<file path="config.mk">
export PLATFORM = sky130hd
export DESIGN_NAME = inst_sequencer
export DESIGN_NICKNAME = d
export VERILOG_FILES = /design/src/rtl/inst_sequencer.sv
export SDC_FILE = /design/constraint.sdc
export NUM_CORES = 1
export LEC_CHECK = 0
export ABC_AREA = 1
export CAP_MARGIN = 20
export CORE_UTILIZATION = 35
export CTS_CLUSTER_SIZE = 40
export DETAILED_ROUTE_END_ITERATION = 8
export DONT_BUFFER_PORTS = 1
export PLACE_DENSITY = 0.57
export SLEW_MARGIN = 10
export SYNTH_ARGS = -nofsm -noshare
export SYNTH_HDL_FRONTEND = slang
export SYNTH_SLANG_ARGS = --single-unit
</file>
<file path="constraint.sdc">
create_clock -name clk -period 4.34 [get_ports clk]
set_clock_uncertainty 0.1 [all_clocks]
set_input_delay 0.868 -clock clk [delete_from_list [all_inputs] [get_ports clk]]
set_output_delay 0.868 -clock clk [all_outputs]
set_load 0.01 [all_outputs]
</file>
<file path="src/rtl/inst_sequencer.sv">
// -----------------------------------------------------------------------------
// inst_sequencer
//   Program buffer plus program counter that feeds the MPU datapath. Up to
//   DEPTH 16-bit instructions are loaded through a valid/ready handshake and
//   then issued one at a time on `instruction` with a one-cycle `inst_valid`
//   strobe. Each issue is followed by ISSUE_GAP idle cycles so the MPU register
//   write settles before the next instruction arrives. Execution is free-run or
//   single-step, and stops at the end of the program, on a HALT_OP opcode, or
//   on abort.
//
// Optional build macro:
//   INST_SEQUENCER_STEP_EDGE_EN - when defined, `step` passes through a 2-flop
//   synchroniser and a rising-edge detector (one advance per press). When
//   undefined, each cycle `step` is high in STEP_HOLD is one advance.
//
// Ports:
//   clk          in   system clock
//   rst          in   asynchronous active-low reset
//   load_valid   in   load handshake valid
//   load_data    in   [15:0] instruction to append
//   load_ready   out  buffer can accept a word (IDLE/DONE, not full, no start)
//   clear        in   empty the buffer (IDLE/DONE only)
//   start        in   begin execution at address 0
//   step_mode    in   1 = single-step, 0 = free-run
//   step         in   step request
//   abort        in   stop execution and return to IDLE
//   instruction  out  [15:0] instruction to the MPU, held between issues
//   inst_valid   out  one-cycle strobe marking a new instruction
//   pc           out  [AW-1:0] address of the current or last issued word
//   count        out  [AW:0] number of loaded words
//   busy         out  high in ISSUE/WAIT/STEP_HOLD
//   done         out  high in DONE
// -----------------------------------------------------------------------------
module inst_sequencer #(
  parameter int         DEPTH     = 16,
  parameter int         AW        = 4,
  parameter int         ISSUE_GAP = 2,
  parameter logic [3:0] HALT_OP   = 4'hF
) (
  input  logic          clk,
  input  logic          rst,
  input  logic          load_valid,
  input  logic [15:0]   load_data,
  output logic          load_ready,
  input  logic          clear,
  input  logic          start,
  input  logic          step_mode,
  input  logic          step,
  input  logic          abort,
  output logic [15:0]   instruction,
  output logic          inst_valid,
  output logic [AW-1:0] pc,
  output logic [AW:0]   count,
  output logic          busy,
  output logic          done
);

  typedef enum logic [2:0] {
    S_IDLE      = 3'd0,
    S_ISSUE     = 3'd1,
    S_WAIT      = 3'd2,
    S_STEP_HOLD = 3'd3,
    S_DONE      = 3'd4
  } state_t;

  localparam logic [AW:0] DEPTH_C  = (AW+1)'(DEPTH);
  localparam logic [3:0]  GAP_LAST = 4'(ISSUE_GAP - 1);

  state_t        state_q, state_d;
  logic [15:0]   instruction_q, instruction_d;
  logic          inst_valid_q, inst_valid_d;
  logic [AW-1:0] pc_q, pc_d;
  logic [AW:0]   count_q, count_d;
  logic [3:0]    gap_q, gap_d;
  logic [15:0]   mem_q [DEPTH];

  logic          idle_or_done;
  logic          load_fire;
  logic          run_start;
  logic          is_halt;
  logic          gap_last;
  logic          pc_at_end;
  logic          step_evt;

  // ---- step event source ----
`ifdef INST_SEQUENCER_STEP_EDGE_EN
  logic [2:0] step_sync_q, step_sync_d;

  always_comb begin
    step_sync_d = {step_sync_q[1:0], step};
  end

  always_ff @(posedge clk or negedge rst) begin
    if (!rst) step_sync_q <= '0;
    else      step_sync_q <= step_sync_d;
  end

  // Bit 1 is the synchronised level; bit 2 is its previous value.
  assign step_evt = step_sync_q[1] & ~step_sync_q[2];
`else
  assign step_evt = step;
`endif

  // ---- shared decode ----
  assign idle_or_done = (state_q == S_IDLE) || (state_q == S_DONE);
  assign run_start    = start && (count_q != '0);
  assign is_halt      = (mem_q[pc_q][15:12] == HALT_OP);
  assign gap_last     = (gap_q == GAP_LAST);
  // count_q >= 1 whenever this is consulted (only while running).
  assign pc_at_end    = ({1'b0, pc_q} == (count_q - (AW+1)'(1)));

  // ---- state register ----
  always_ff @(posedge clk or negedge rst) begin
    if (!rst) state_q <= S_IDLE;
    else      state_q <= state_d;
  end

  // ---- next-state logic ----
  always_comb begin
    state_d = state_q;
    case (state_q)
      S_IDLE, S_DONE: begin
        if (clear)          state_d = S_IDLE;
        else if (run_start) state_d = S_ISSUE;
      end
      S_ISSUE: begin
        if (abort)        state_d = S_IDLE;
        else if (is_halt) state_d = S_DONE;
        else              state_d = S_WAIT;
      end
      S_WAIT: begin
        if (abort)          state_d = S_IDLE;
        else if (gap_last) begin
          if (pc_at_end)      state_d = S_DONE;
          else if (step_mode) state_d = S_STEP_HOLD;
          else                state_d = S_ISSUE;
        end
      end
      S_STEP_HOLD: begin
        if (abort)         state_d = S_IDLE;
        else if (step_evt) state_d = S_ISSUE;
      end
      default: state_d = S_IDLE;
    endcase
  end

  // ---- output decode ----
  always_comb begin
    busy       = (state_q == S_ISSUE) || (state_q == S_WAIT) ||
                 (state_q == S_STEP_HOLD);
    done       = (state_q == S_DONE);
    // Gated by rst so the handshake is closed while reset is held.
    load_ready = rst && idle_or_done && (count_q < DEPTH_C) && !start;
    // clear wins over a same-cycle load.
    load_fire  = load_valid && load_ready && !clear;
  end

  // ---- datapath next values ----
  always_comb begin
    instruction_d = instruction_q;
    inst_valid_d  = 1'b0;
    pc_d          = pc_q;
    count_d       = count_q;
    gap_d         = gap_q;
    case (state_q)
      S_IDLE, S_DONE: begin
        if (clear) begin
          count_d = '0;
          pc_d    = '0;
        end else if (run_start) begin
          pc_d = '0;
        end else if (load_fire) begin
          count_d = count_q + (AW+1)'(1);
        end
      end
      S_ISSUE: begin
        gap_d = '0;
        if (abort) begin
          pc_d = '0;
        end else if (!is_halt) begin
          instruction_d = mem_q[pc_q];
          inst_valid_d  = 1'b1;
        end
      end
      S_WAIT: begin
        if (abort) begin
          pc_d = '0;
        end else begin
          gap_d = gap_q + 4'd1;
          if (gap_last && !pc_at_end) pc_d = pc_q + AW'(1);
        end
      end
      S_STEP_HOLD: begin
        if (abort) pc_d = '0;
      end
      default: ;
    endcase
  end

  // ---- datapath registers ----
  always_ff @(posedge clk or negedge rst) begin
    if (!rst) begin
      instruction_q <= '0;
      inst_valid_q  <= 1'b0;
      pc_q          <= '0;
      count_q       <= '0;
      gap_q         <= '0;
    end else begin
      instruction_q <= instruction_d;
      inst_valid_q  <= inst_valid_d;
      pc_q          <= pc_d;
      count_q       <= count_d;
      gap_q         <= gap_d;
    end
  end

  // Program buffer has no reset; contents survive reset and clear.
  always_ff @(posedge clk) begin
    if (load_fire) mem_q[count_q[AW-1:0]] <= load_data;
  end

  assign instruction = instruction_q;
  assign inst_valid  = inst_valid_q;
  assign pc          = pc_q;
  assign count       = count_q;

endmodule
</file>
==> results.md, run 1 <==
* I/O pin count at 53
* # setup viols final at 0
* Top-area cell type share of the netlist area at 65.1%
* Worst EP arrival at 3.66 ns
* Largest net degree at the start of global routing at 67
* Lkg Pwr at between 0.004 and 0.005 uW
* Overall power at 6540 uW
* Detailed placement HPWL at 18.4 mm
* Chip Width at 186 um
* Area delta synth->final at 12.0%
* Final cell count without fillers at about 1500
* Ant diodes at 0
* Tightest Hold Check Type: input port to asynchronous set/reset pin
* CTS max path bufs at 3
* Maximum capacitance violations at 0
* Vias at roughly 7600
* Via density per instance at 5.19
* Worst path max stage delay at 0.75 ns
* RSZ-0062 raised after global routing: no
* Core area at 0.0329 mm^2
* Layout cells sized above 1 at roughly 8.4%
* Die Height at 186 um
* Post-CTS Resized at 0
* DRT iter0 DRCs at 623
* Logic gate share of total power at 13.1%
* WP buf/inv at 3
* CTS Hold Bufs at 1
* Status: finished, final reports clean
* Nets at 1027
* Fmax at 300 MHz
* Final hold violations at 0
* Global-route wire length before repair at 44.9 mm
* Clock Pin Slew Worst Setup and Hold Paths at approximately 0.060 ns
* TNS Setup at 0 ns
* Critical Path Start Type: flip-flop
* Crit share post-route at roughly three quarters
* Post-CTS Setup Inserts at 0
* H-tree Lvls at 1
* Initial Utilization at 35.9%
* Final Util at 40.2%
* Clock latency at the later pin of the worst-skew pair at 0.55 ns
* CP max FO at 66
* Area leader, netlist: edfxtp_1
* Fin crit period at approximately 3.3 ns
* Crit-path leading delay family: buffers and inverters
* R2R Setup Slk at ~1.0 ns
* Switching Share at 28.0%
* Die area at 0.0345 mm^2
* Num rows at 66
* Dpl cells at 1404
* CP Data Required Time at 4.67 ns
* Worst slew margin at 34.2%
* Drt drc at 0
* Yosys reg bits at 289
* First-pass DRT Iterations at 5
* Seq/Total Area, Yosys at around 70%
* CTS tree: done
* P per Cell Area at roughly 490 mW/mm^2
* Cells on worst reg2reg path at 13
* CP cell instances: inv_4 > nand2_1 > nand3_1 > nand2_1 > nor2_1 > nand2_1 > nand2_1 > nand2_1 > o21ai_2 > buf_4 > inv_2 > nand2_1 > nand2_1
* Int Pwr at 4710 uW
* Synth cell types at 29
* Vias in the first global route at 7454
* Hold_ws at between 0.06 and 0.07 ns
* Root Buffer: clkbuf_16
* GR Util All Layers at 17.5%
* Critical-path top delay cell: dfrtp_4
* GR Overflow Total at 0
* Wire per inst at 20.3 um
* Clk pwr share at between 30% and 40%
* PortBufs at 0
* Endpoint class of the critical path: flip-flop
* Crit Path Class: flip-flop to flip-flop
* Switching power at 1830 uW
* Mapped Area at 0.0118 mm^2
* Cell mode on critical path: nand2_1
* Mapped Cells at 993
* Maximum vdd drop at 0.329 mV
* RR Endpoint: instruction[12]$_DFFE_PN0P_
* Initial antenna violation count at 0
* Global placement routability congestion at 0.849
* Routed Antenna Nets at 0
* Syn_area_per_cell at 11.9 um^2
* CTS buffer count at 30
* Worst r2r src: pc[0]$_DFFE_PN0P_
* Worst-margin pin slew at around 0.99 ns
* Yosys Warn Count at 0
* Clk sinks at 289
* Mapped Nets at 1025
* Reg power frac at 50.9%
* Synth top area cells: edfxtp_1, dfrtp_1, nand2_1
* Pins Over Slew Limit at 0
* DRT Wirelength at between 20 and 30 mm
## layout by cell type, fill, tap and decap left out, types with 4 or more instances in the layout
cell type / count
a21oi_1: 11
buf_4: 22
clkbuf_1: 11
clkbuf_16: 31
clkinv_1: 5
clkinv_2: 4
dfrtp_1: 31
edfxtp_1: 256
ha_1: 8
inv_1: 35
nand2_1: 187
nand3_1: 29
nor2_1: 158
nor2_2: 16
nor3_1: 7
o211ai_1: 16
o21ai_0: 106
o21ai_1: 13
o221ai_1: 23
o22ai_1: 22
## worst max path at each step
stage | from | to | slack [ns] | cells past startpoint
after global routing | pc[0]$_DFFE_PN0P_ | instruction[12]$_DFFE_PN0P_ | 0.70 | 13
after global placement | rst | mem_q[6][13]$_DFFE_PP_ | 0.79 | 6
final | pc[0]$_DFFE_PN0P_ | instruction[12]$_DFFE_PN0P_ | 1.01 | 13
after floorplan | rst | mem_q[10][0]$_DFFE_PP_ | 1.33 | 6
after CTS | pc[0]$_DFFE_PN0P_ | instruction[12]$_DFFE_PN0P_ | 0.98 | 13
after detailed placement | rst | mem_q[6][5]$_DFFE_PP_ | 0.86 | 6
## sequential cells by signal (all words and copies together) (netlist names)
| register | flops |
|---|---|
| inst_valid | 1 |
| instruction | 16 |
| state_q | 3 |
| gap_q | 4 |
| mem_q | 256 |
| count | 5 |
| pc | 4 |
## Yosys cell counts, drive strengths merged
cell type  number
o211ai         16
o221ai         23
xor2            3
nand2         187
ha              8
edfxtp        256
a21oi          12
xnor2           3
nor2          174
buf            28
o22ai          22
o21ai         120
dfrtp          33
nor4            2
nand3          29
nor3b           1
nor3            7
nand4           2
clkbuf         25
inv            39
mux2i           2
a211oi          1
## power by group through the flow
stage          sequential [uW]  clock (uW)  combinational, uW
3_3_place_gp              3400           0                840
5_1_grt                   3350        2500                974
2_1_floorplan             3280           0                694
4_1_cts                   3340        2400                860
3_5_place_dp              3390           0                845
6_report                  3330        2350                856
## layer usage
layer,part of all wire (%),global-route usage [%],vias to the layer above
met4,1.3,3.48,0
li1,-,-,3520
met2,45,27.7,262
met1,46,24.8,3760
met5,0,0,-
met3,8.1,3.70,31
## cells by family after synthesis
| group | synth area share, % |
|---|---|
| AO/OA/AOI/OAI | 9.62 |
| XOR/XNOR | 0.445 |
| adder cells (fa/ha/maj) | 0.848 |
| buffers and inverters | 3.50 |
| flip-flops | 72.1 |
| multiplexers | 0.170 |
| AND/OR/NAND/NOR | 13.3 |
## area by class of cell
class,count,area [um^2]
timing repair buffer,23,185
fill,3190,19700
sequential,289,8520
multi-input combinational,612,2920
clock buffer,43,831
inverter,39,149
clock inverter,12,62.6
tap,442,553
## per-stage QoR
stage               worst slack [ns]  area, um^2
floorplan                       1.33       11800
global placement               0.788       12300
detailed placement             0.856       12300
CTS                            0.981       13200
global route                   0.699       13200
finish                          1.01       13200
## worst register-to-register path, cell delays in order, from the launching register on
cell	delay (ns)
dfrtp_4	0.75
inv_4	0.58
nand2_1	0.12
nand3_1	0.10
nand2_1	0.05
nor2_1	0.19
nand2_1	0.08
nand2_1	0.09
nand2_1	0.11
o21ai_2	0.44
buf_4	0.25
inv_2	0.16
nand2_1	0.16
nand2_1	0.06
No activity file was read; power rests on OpenSTA's default activity.
==> inputs of run 2 (changes only) <==
==> constraint.sdc (replaced) <==
create_clock -name clk -period 3.2 [get_ports clk]
set_clock_uncertainty 0.1 [all_clocks]
set_input_delay 0.64 -clock clk [delete_from_list [all_inputs] [get_ports clk]]
set_output_delay 0.64 -clock clk [all_outputs]
set_load 0.01 [all_outputs]
==> run 2 against run 1 <==
Effect of this change:
- design area increased by 1.6%
- first-iteration DRC count grew 7.4%
- sequential cell count is the same
- clock power is 50% higher
- via count shrank 0.32%
- register-to-register slack worse by 0.66 ns
==> results.md, run 2 (synthesis gave the netlist of run 1 again) <==
* Status: finished, final reports clean
* Crit share post-route at 89.2% (+12 points)
* # setup viols final at 0 (unchanged)
* CTS buffer count at 30 (unchanged)
* Via density per instance at 5.12 (-1.2%)
* Lkg Pwr at 0.00474 uW (+2.5%)
* Clk sinks at 289 (unchanged)
* Wire per inst at 19.9 um (-2.1%)
* R2R Setup Slk at 0.35 ns (-0.66 ns)
* Root Buffer: clkbuf_16
* Worst EP arrival at 2.97 ns (-0.69 ns)
* GR Util All Layers at 17.4% (-0.14 points)
* Most frequent cells in the layout: edfxtp_1, nand2_1, nor2_1
* Drt drc at 0 (unchanged)
* Max reg flops at 256 (unchanged)
* DRT Wirelength at 29.3 mm (-1.3%)
* I/O pin count at 53 (unchanged)
* Clock Pin Slew Worst Setup and Hold Paths at 0.06 ns (about the same)
* Routed Antenna Nets at 0 (unchanged)
* Worst Min Path Start: load_data[8]
* Die Height at 186 um (unchanged)
* Final Util at 40.9% (+0.65 points)
* Worst r2r src: state_q[1]$_DFFE_PN0P_
* Critical Path Start Type: flip-flop
* Area delta synth->final at 13.8%
* Ant diodes at 0 (unchanged)
* Fmax at 350 MHz (+17%)
* PortBufs at 0 (unchanged)
* First-pass DRT Iterations at 4 (-1)
* Vias at 7549 (-0.32%)
* CP Data Required Time at 3.32 ns (-1.35 ns)
* Hold Path Cell Cnt at 0
* Nets at 1039 (+1.2%)
* GR Overflow Total at 0 (unchanged)
* Chip Width at 186 um (unchanged)
* DRT iter0 DRCs at 669 (+7.4%)
* Tightest Hold Check Type: input port to flip-flop
* CP max FO at 16 (-76%)
* Largest net degree at the start of global routing at 110 (+64%)
* CTS max path bufs at 3 (unchanged)
* Pins Over Slew Limit at 0 (unchanged)
* Detailed placement HPWL at 18.2 mm (-0.70%)
* Global placement routability congestion at 0.797 (-6.2%)
* CTS tree: done
* H-tree Lvls at 1 (unchanged)
* RSZ-0062 raised after global routing: no
* Die area at 0.0345 mm^2 (unchanged)
* Endpoint class of the critical path: flip-flop
* Maximum vdd drop at 0.544 mV (+65%)
* TNS Setup at 0 ns (unchanged)
* Fin crit period at 2.85 ns (-0.476 ns)
* Post-CTS Resized at 0 (unchanged)
* Global-route wire length before repair at 44.2 mm (-1.5%)
* Maximum capacitance violations at 0 (unchanged)
* Layout cells sized above 1 at 9.80% (+1.3 points)
* Final hold violations at 0 (unchanged)
* Initial antenna violation count at 0 (unchanged)
* Core area at 0.0329 mm^2 (unchanged)
* Most common cell after layout, fill and taps aside: edfxtp_1
* P per Cell Area at 686 mW/mm^2 (+39%)
* Cells on worst reg2reg path at 8 (-5)
* Hold EP: mem_q[11][8]$_DFFE_PP_
* RR Endpoint: mem_q[2][7]$_DFFE_PP_
* Crit Path Class: flip-flop to flip-flop
* Worst slew margin at 56.8% (+23 points)
* Worst-margin pin slew at 0.648 ns (-0.339 ns)
* Vias in the first global route at 7485 (+0.42%)
* Num rows at 66 (unchanged)
* Clock latency at the later pin of the worst-skew pair at 0.55 ns (about the same)
* Initial Utilization at 35.9% (unchanged)
==> run 2: where the power goes <==
group	internal [uW]	switching [uW]	total, uW	leakage, uW
clock	2110	1410	3520	0.000479
sequential	4250	198	4450	0.00273
combinational	352	888	1240	0.00153
total	6710	2490	9200	0.00474
==> run 2: layer usage <==
metal / track usage, % / vias to the layer above / wire (um)
met5: 0 / - / 0
met4: 4.07 / 0 / 554
met3: 3.72 / 33 / 2040
met2: 27.8 / 210 / 13400
met1: 24.1 / 3767 / 13300
li1: - / 3539 / -
==> run 2: worst max-delay path, stage by stage (launching register included) <==
cell     delay [ns]
dfrtp_1        0.41
inv_1          0.12
nand2_1        0.13
nor3_1         0.37
nand2_1        0.14
nor2_1         0.46
nand2_1        0.33
nor2_2         0.15
buf_4          0.30
==> run 2: timing repair <==
item,CTS,global route
hold buffers,2,0
buffers inserted,0,0
endpoints found under the hold margin,33,0
==> run 2: area by class of cell <==
type | count | area, um^2
Multi-Input combinational cell | 612 | 2920
Tap cell | 442 | 553
Clock buffer | 39 | 816
Inverter | 39 | 149
Timing Repair Buffer | 35 | 290
Sequential cell | 289 | 8520
Clock inverter | 17 | 185
Fill cell | 3193 | 19400
==> run 2: how the worst max path moves through the flow <==
stage,cells after the start,endpoint,startpoint,slack (ns)
2_1_floorplan,6,mem_q[10][0]$_DFFE_PP_,rst,0.42
3_3_place_gp,7,mem_q[2][7]$_DFFE_PP_,rst,0.38
3_5_place_dp,7,mem_q[1][10]$_DFFE_PP_,rst,0.33
4_1_cts,8,mem_q[2][7]$_DFFE_PP_,state_q[1]$_DFFE_PN0P_,0.37
5_1_grt,8,mem_q[2][7]$_DFFE_PP_,state_q[1]$_DFFE_PN0P_,0.06
6_report,8,mem_q[2][7]$_DFFE_PP_,state_q[1]$_DFFE_PN0P_,0.35
==> run 2: per-stage QoR <==
stage | instance area (um^2) | instances | hold WS, ns | worst slack, ns | total power [uW]
floorplan | 11800 | 993 | 0.244 | 0.416 | 5390
global placement | 12400 | 1415 | 0.245 | 0.381 | 5740
detailed placement | 12400 | 1415 | 0.245 | 0.327 | 5760
CTS | 13400 | 1473 | 0.0661 | 0.369 | 9270
global route | 13400 | 1473 | 0.0623 | 0.0610 | 9610
finish | 13400 | 1473 | 0.0870 | 0.346 | 9200
